### src/rtl/conv_line_buffer.sv
// ---------------------------------------------------------------------------
// conv_line_buffer
//
// K-row line buffer for the convolution layer. Accepts a raster-ordered pixel
// stream through a valid/ready handshake and presents KERNEL_ROWS complete
// image rows as one wide window bus. While the kernel stage works on the
// current window, the next image row is prefetched into a shadow row so that
// advancing the window normally costs no bubble.
//
// Ports
//   clk          rising-edge clock
//   rst          asynchronous reset, active-high
//   frame_start  one-cycle pulse that (re)starts a frame
//   in_valid     pixel valid
//   in_ready     pixel accepted when in_valid & in_ready
//   in_data      pixel value, raster order
//   win_valid    win_data holds KERNEL_ROWS valid rows
//   win_advance  consumer finished with the window (ignored while !win_valid)
//   win_data     window rows, row 0 (oldest) in the MSBs; within a row,
//                column 0 sits in the most significant pixel slot
//   win_row_idx  image row index of window row 0
//   frame_done   one-cycle pulse after the last window of a frame is consumed
// ---------------------------------------------------------------------------
module conv_line_buffer #(
  parameter int DATA_WIDTH   = 32,
  parameter int IMAGE_WIDTH  = 8,
  parameter int IMAGE_HEIGHT = 8,
  parameter int KERNEL_ROWS  = 3
) (
  input  logic                                          clk,
  input  logic                                          rst,
  input  logic                                          frame_start,
  input  logic                                          in_valid,
  output logic                                          in_ready,
  input  logic [DATA_WIDTH-1:0]                         in_data,
  output logic                                          win_valid,
  input  logic                                          win_advance,
  output logic [KERNEL_ROWS*IMAGE_WIDTH*DATA_WIDTH-1:0] win_data,
  output logic [$clog2(IMAGE_HEIGHT+1)-1:0]             win_row_idx,
  output logic                                          frame_done
);

  localparam int COL_W    = (IMAGE_WIDTH > 1) ? $clog2(IMAGE_WIDTH) : 1;
  localparam int ROW_W    = $clog2(IMAGE_HEIGHT + 1);
  localparam int ROW_BITS = IMAGE_WIDTH * DATA_WIDTH;
  localparam int WIN_BITS = KERNEL_ROWS * ROW_BITS;

  localparam logic [COL_W-1:0] LAST_COL    = COL_W'(IMAGE_WIDTH - 1);
  localparam logic [ROW_W-1:0] HEIGHT_R    = ROW_W'(IMAGE_HEIGHT);
  localparam logic [ROW_W-1:0] FILL_LAST_R = ROW_W'(KERNEL_ROWS - 1);
  localparam logic [ROW_W-1:0] LAST_IDX_R  = ROW_W'(IMAGE_HEIGHT - KERNEL_ROWS);

  localparam logic [1:0] IDLE   = 2'd0;
  localparam logic [1:0] FILL   = 2'd1;
  localparam logic [1:0] WINDOW = 2'd2;
  localparam logic [1:0] STALL  = 2'd3;

  logic [1:0]            state_r;
  logic [COL_W-1:0]      col_r;
  logic [ROW_W-1:0]      rows_in_r;
  logic                  shadow_full_r;
  logic [DATA_WIDTH-1:0] shadow_r [IMAGE_WIDTH];
  logic [WIN_BITS-1:0]   rows_r;

  logic [1:0]            state_nx_s;
  logic [COL_W-1:0]      col_nx_s;
  logic [ROW_W-1:0]      rows_in_nx_s;
  logic [ROW_W-1:0]      idx_nx_s;
  logic                  shadow_full_nx_s;
  logic                  commit_s;
  logic                  frame_done_nx_s;
  logic                  in_ready_nx_s;
  logic                  accept_s;
  logic                  last_px_s;
  logic [ROW_BITS-1:0]   merged_s;
  logic [WIN_BITS-1:0]   rows_nx_s;

  // A frame_start pulse takes priority, so a pixel offered in that cycle is dropped.
  assign accept_s  = in_valid & in_ready & ~frame_start;
  assign last_px_s = accept_s & (col_r == LAST_COL);
  assign win_data  = rows_r;

  // Flatten the shadow row, merging in the pixel accepted this cycle so a
  // row can commit on the same edge its final pixel arrives.
  always_comb begin
    merged_s = {ROW_BITS{1'b0}};
    for (int c = 0; c < IMAGE_WIDTH; c++) begin
      if (accept_s && (col_r == COL_W'(c))) begin
        merged_s[(IMAGE_WIDTH-1-c)*DATA_WIDTH +: DATA_WIDTH] = in_data;
      end else begin
        merged_s[(IMAGE_WIDTH-1-c)*DATA_WIDTH +: DATA_WIDTH] = shadow_r[c];
      end
    end
  end

  // Row commit: every row moves one slot toward row 0, the new row enters last.
  always_comb begin
    rows_nx_s                 = rows_r << ROW_BITS;
    rows_nx_s[ROW_BITS-1:0]   = merged_s;
  end

  // Next-state, counter and handshake logic of the fill/window/stall FSM.
  always_comb begin
    state_nx_s       = state_r;
    col_nx_s         = col_r;
    rows_in_nx_s     = rows_in_r;
    idx_nx_s         = win_row_idx;
    shadow_full_nx_s = shadow_full_r;
    commit_s         = 1'b0;
    frame_done_nx_s  = 1'b0;

    if (frame_start) begin
      // Abort or begin a frame; stored row data is simply overwritten later.
      state_nx_s       = FILL;
      col_nx_s         = {COL_W{1'b0}};
      rows_in_nx_s     = {ROW_W{1'b0}};
      idx_nx_s         = {ROW_W{1'b0}};
      shadow_full_nx_s = 1'b0;
    end else begin
      if (accept_s) begin
        col_nx_s = last_px_s ? {COL_W{1'b0}} : (col_r + COL_W'(1));
      end else begin
        col_nx_s = col_r;
      end

      case (state_r)
        FILL: begin
          if (last_px_s) begin
            commit_s     = 1'b1;
            rows_in_nx_s = rows_in_r + ROW_W'(1);
            if (rows_in_r == FILL_LAST_R) begin
              state_nx_s = WINDOW;
              idx_nx_s   = {ROW_W{1'b0}};
            end else begin
              state_nx_s = FILL;
            end
          end else begin
            state_nx_s = FILL;
          end
        end
        WINDOW: begin
          if (win_advance) begin
            if (win_row_idx == LAST_IDX_R) begin
              state_nx_s      = IDLE;
              frame_done_nx_s = 1'b1;
            end else if (shadow_full_r) begin
              // Prefetched row is complete: slide without a bubble.
              commit_s         = 1'b1;
              shadow_full_nx_s = 1'b0;
              rows_in_nx_s     = rows_in_r + ROW_W'(1);
              idx_nx_s         = win_row_idx + ROW_W'(1);
            end else if (last_px_s) begin
              commit_s     = 1'b1;
              rows_in_nx_s = rows_in_r + ROW_W'(1);
              idx_nx_s     = win_row_idx + ROW_W'(1);
            end else if (rows_in_r < HEIGHT_R) begin
              state_nx_s = STALL;
            end else begin
              state_nx_s = WINDOW;
            end
          end else begin
            // Hold a completed row until the consumer releases the window.
            if (last_px_s) begin
              shadow_full_nx_s = 1'b1;
            end else begin
              shadow_full_nx_s = shadow_full_r;
            end
          end
        end
        STALL: begin
          if (last_px_s) begin
            commit_s     = 1'b1;
            rows_in_nx_s = rows_in_r + ROW_W'(1);
            idx_nx_s     = win_row_idx + ROW_W'(1);
            state_nx_s   = WINDOW;
          end else begin
            state_nx_s = STALL;
          end
        end
        default: begin
          state_nx_s = IDLE;
        end
      endcase
    end
  end

  // in_ready is registered, so it is derived from the state being entered.
  always_comb begin
    case (state_nx_s)
      FILL:    in_ready_nx_s = 1'b1;
      STALL:   in_ready_nx_s = 1'b1;
      WINDOW:  in_ready_nx_s = (rows_in_nx_s < HEIGHT_R) && !shadow_full_nx_s;
      default: in_ready_nx_s = 1'b0;
    endcase
  end

  // State, counters, row storage and registered outputs.
  always_ff @(posedge clk or posedge rst) begin
    if (rst) begin
      state_r       <= IDLE;
      col_r         <= {COL_W{1'b0}};
      rows_in_r     <= {ROW_W{1'b0}};
      shadow_full_r <= 1'b0;
      rows_r        <= {WIN_BITS{1'b0}};
      for (int c = 0; c < IMAGE_WIDTH; c++) begin
        shadow_r[c] <= {DATA_WIDTH{1'b0}};
      end
      in_ready      <= 1'b0;
      win_valid     <= 1'b0;
      win_row_idx   <= {ROW_W{1'b0}};
      frame_done    <= 1'b0;
    end else begin
      state_r       <= state_nx_s;
      col_r         <= col_nx_s;
      rows_in_r     <= rows_in_nx_s;
      shadow_full_r <= shadow_full_nx_s;
      if (accept_s) begin
        shadow_r[col_r] <= in_data;
      end
      if (commit_s) begin
        rows_r <= rows_nx_s;
      end
      in_ready      <= in_ready_nx_s;
      win_valid     <= (state_nx_s == WINDOW);
      win_row_idx   <= idx_nx_s;
      frame_done    <= frame_done_nx_s;
    end
  end

endmodule

### config.mk
export PLATFORM = sky130hd
export DESIGN_NAME = conv_line_buffer
export DESIGN_NICKNAME = d
export VERILOG_FILES = /design/src/rtl/conv_line_buffer.sv
export SDC_FILE = /design/constraint.sdc
export NUM_CORES = 2
export LEC_CHECK = 0
export BUFFER_PORTS_ARGS = -buffer_cell sky130_fd_sc_hd__buf_2
export CAP_MARGIN = 20
export CORE_ASPECT_RATIO = 0.6
export CORE_MARGIN = 10
export CORE_UTILIZATION = 40
export CTS_CLUSTER_DIAMETER = 200
export DETAILED_ROUTE_END_ITERATION = 12
export PLACE_DENSITY = 0.72
export SYNTH_ARGS = -nofsm -noshare
export SYNTH_HDL_FRONTEND = slang
export SYNTH_SLANG_ARGS = --single-unit
### constraint.sdc
create_clock -name clk -period 90.8 [get_ports clk]
set_input_delay 9.08 -clock clk [delete_from_list [all_inputs] [get_ports clk]]
set_output_delay 9.08 -clock clk [all_outputs]
set_load 0.05 [all_outputs]
==> flow_summary.ini <==
[status]
outcome = finished, final reports clean

[placed_design]
hpwl_microns = 75100
place.gp.congestion = 0.784
io_buffer_count = 811
dp_slack_ns = 74.53

[synthesis]
ys_seq_elements = 1041
ys_types = 44
syn_nets = 2983
yosys.area.top_type_share = 0.630
ys.flop_type = dfrtp_1
synth-edff-count = 0
synth_top_cell_by_area = dfrtp_1
netlist_area_sq_um = 41400
synth_cells = 2936
ys_seq_area_frac = 0.630
ys_warn_count = 0
avgSynthCellArea_sq_um = 14.1
synthTopCellsByArea = dfrtp_1 (63%), mux2_1 (11%), mux2_2 (9.7%), mux2i_1 (5.4%), a21oi_1 (2.9%)
synthArstFlopShare = 1.00
synth_commonest_cells = dfrtp_1 (1,041), mux2_1 (410), mux2_2 (358)
synth_most_common_cell = dfrtp_1

[worst_setup_path]
cp.required_ns = 91.35
path_buf_inv = 7
endpoint_kind = flop
crit_type = in -> reg
max_stage_delay_ns = 0.98
cp_slowest_cell = and4b_2
arrival_ns = 16.22
crit_top_cell = buf_4
cp_max_fo = 89
start_kind = input port
worstPathCellList = buf_2, and4b_2, nand2_1, a221oi_4, buf_4, buf_4, buf_4, buf_4, buf_4, buf_4, mux2_2
worst_path_dominant_cell_family = buffers and inverters

[sta]
relSlewSlack = 0.187
slew_viol_final = 0
hold_violations = 0
fin_crit_ns = 15.67
rsz0062_at_grt = false
setup_tns_ns = 0
setup_viol = 0
tightest_slew_ns = 1.22
finClkSkew_ns = 0.0263
fin_crit_sh = 0.173
worst_slack_ns = 75.13
fmax_mhz = 63.8

[power_and_ir_drop]
p_sw_mw = 0.210
power_density_nw_per_um2 = 19.1
vdd_drop_max_mv = 0.0142
power_frac_seq = 0.514
pwr-share-clk = 0.440
leakagePower_nw = 28.5
power_frac_comb = 0.046
internal_power_mw = 0.737
swShare = 0.222

[clock_network]
root_buffer = clkbuf_16
cts.clk_slew.worst_paths_ns = 0.06
cts.sinks = 1041
h-tree-depth = 3
numCtsBuffers = 96
hold_buffers = 0
clk_path_buf_depth = 3
post_cts_buffers = 0
cts_tree = built
clock_latency_ns = 0.68
ctsResizeCount = 0

[cells_and_area]
drive_above_1_share = 0.367
area_growth_pct = 20.2
fin_util = 0.484
final.fill_count = 9027
finalNetCount = 3720

[grt]
grt_pass1_wl_microns = 166000
grt_use_total = 0.178
grt_pass1_vias = 26628
grt_max_degree = 215
antenna_found_initial = 7
globalRouteOverflowTotal = 0

[floorplanning]
die_w_microns = 435
fp-row-count = 91
start_util = 0.403
dieArea_sq_um = 117000
fp.coreArea_sq_um = 103000
die_h_microns = 269
io_pins = 812

[routing]
num_vias = 25945
via_per_inst = 5.04
dr.pass1.iters = 5
wirelength_microns = 109000
drc = 0
wire_per_inst_microns = 21.1
postRouteAntennaNets = 0
drt_iter0_drc = 1654

[job]
drv_cap = 0

[worst_hold_path]
holdCritPathClass = reg -> reg
-- layout by cell type (no fill, tap or decap), drive strengths merged, types with 2 or more instances in the layout --
master	count
a21o	3
a21oi	239
a311o	2
a31oi	35
a41oi	2
buf	844
bufinv	9
clkbuf	139
clkinv	19
dfrtp	1041
diode	5
ha	10
inv	11
mux2	768
mux2i	225
nand2	82
nand2b	2
nand3	9
nand4b	2
nor2	269
nor3	8
nor3b	2
nor4	2
o21ai	5
or4	2
-- power groups by stage --
stage	Combinational, mW	Sequential (mW)	Clock, mW
after CTS	0.0449	0.486	0.428
after detailed placement	0.0446	0.495	0
after global placement	0.0437	0.494	0
after floorplan	0.0328	0.494	0
final	0.0435	0.487	0.417
after global routing	0.0489	0.488	0.448
-- per-stage QoR --
| step | cell area (sq um) | hold WS [ns] | cells | power [mW] |
|---|---|---|---|---|
| final | 49700 | 0.480 | 5146 | 0.947 |
| after global routing | 49700 | 0.499 | 5145 | 0.984 |
| after CTS | 49700 | 0.483 | 5140 | 0.959 |
| after detailed placement | 46400 | 0.469 | 4969 | 0.540 |
| after global placement | 46400 | 0.463 | 4969 | 0.538 |
| after floorplan | 41400 | 0.458 | 2936 | 0.527 |
-- path summary, 6_finish.rpt --
kind                                           startpoint                   endpoint  slack [ns]  cells past startpoint
min in group asynchronous                             rst  win_data[641]$_DFFE_PP0P_        8.53                      2
worst min-delay path            win_data[568]$_DFFE_PP0P_  win_data[568]$_DFFE_PP0P_        0.48                      1
worst min register to register  win_data[568]$_DFFE_PP0P_  win_data[568]$_DFFE_PP0P_        0.48                      1
max in group asynchronous                             rst  win_data[336]$_DFFE_PP0P_       79.10                      5
worst max register to register       col_r[0]$_DFFE_PP0P_  win_data[711]$_DFFE_PP0P_       82.81                     12
worst max-delay path                          frame_start  win_data[711]$_DFFE_PP0P_       75.13                     11
-- sequential cells by signal, summed over array words and instances, names as in the netlist --
| register | cells |
|---|---|
| rows_in_r | 4 |
| state_r | 2 |
| win_row_idx | 4 |
| win_data | 768 |
| win_valid | 1 |
| shadow_r | 256 |
| shadow_full_r | 1 |
| col_r | 3 |
| in_ready | 1 |
| frame_done | 1 |
-- area by class of cell --
class                      instances  area, sq um  area share
multi-input combinational       1682        14200       0.286
clock inverter                    32          459     0.00924
inverter                           8         37.5    0.000755
tap                             1395         1750      0.0351
sequential                      1041        26100       0.524
antenna                            5         12.5    0.000252
clock buffer                     139         2780      0.0559
timing repair buffer             844         4390      0.0883
-- cells by family after synthesis --
logic type	after synthesis	share of synthesized area
XOR/XNOR	1	0.000212
buffers and inverters	213	0.0280
AND/OR/NAND/NOR	385	0.0376
adder cells (fa/ha/maj)	10	0.00303
multiplexers	993	0.264
AO/OA/AOI/OAI	293	0.0378
flip-flops	1041	0.630
-- routing by layer --
metal  up-vias  routed length, microns  GRT usage
met1     13513                   45700      0.225
met2       554                   55300      0.308
met4         6                    2110     0.0435
met5         -                      28          0
met3       140                    5550     0.0432
li1      11732                       -          -
No activity file was read; power rests on OpenSTA's default activity.
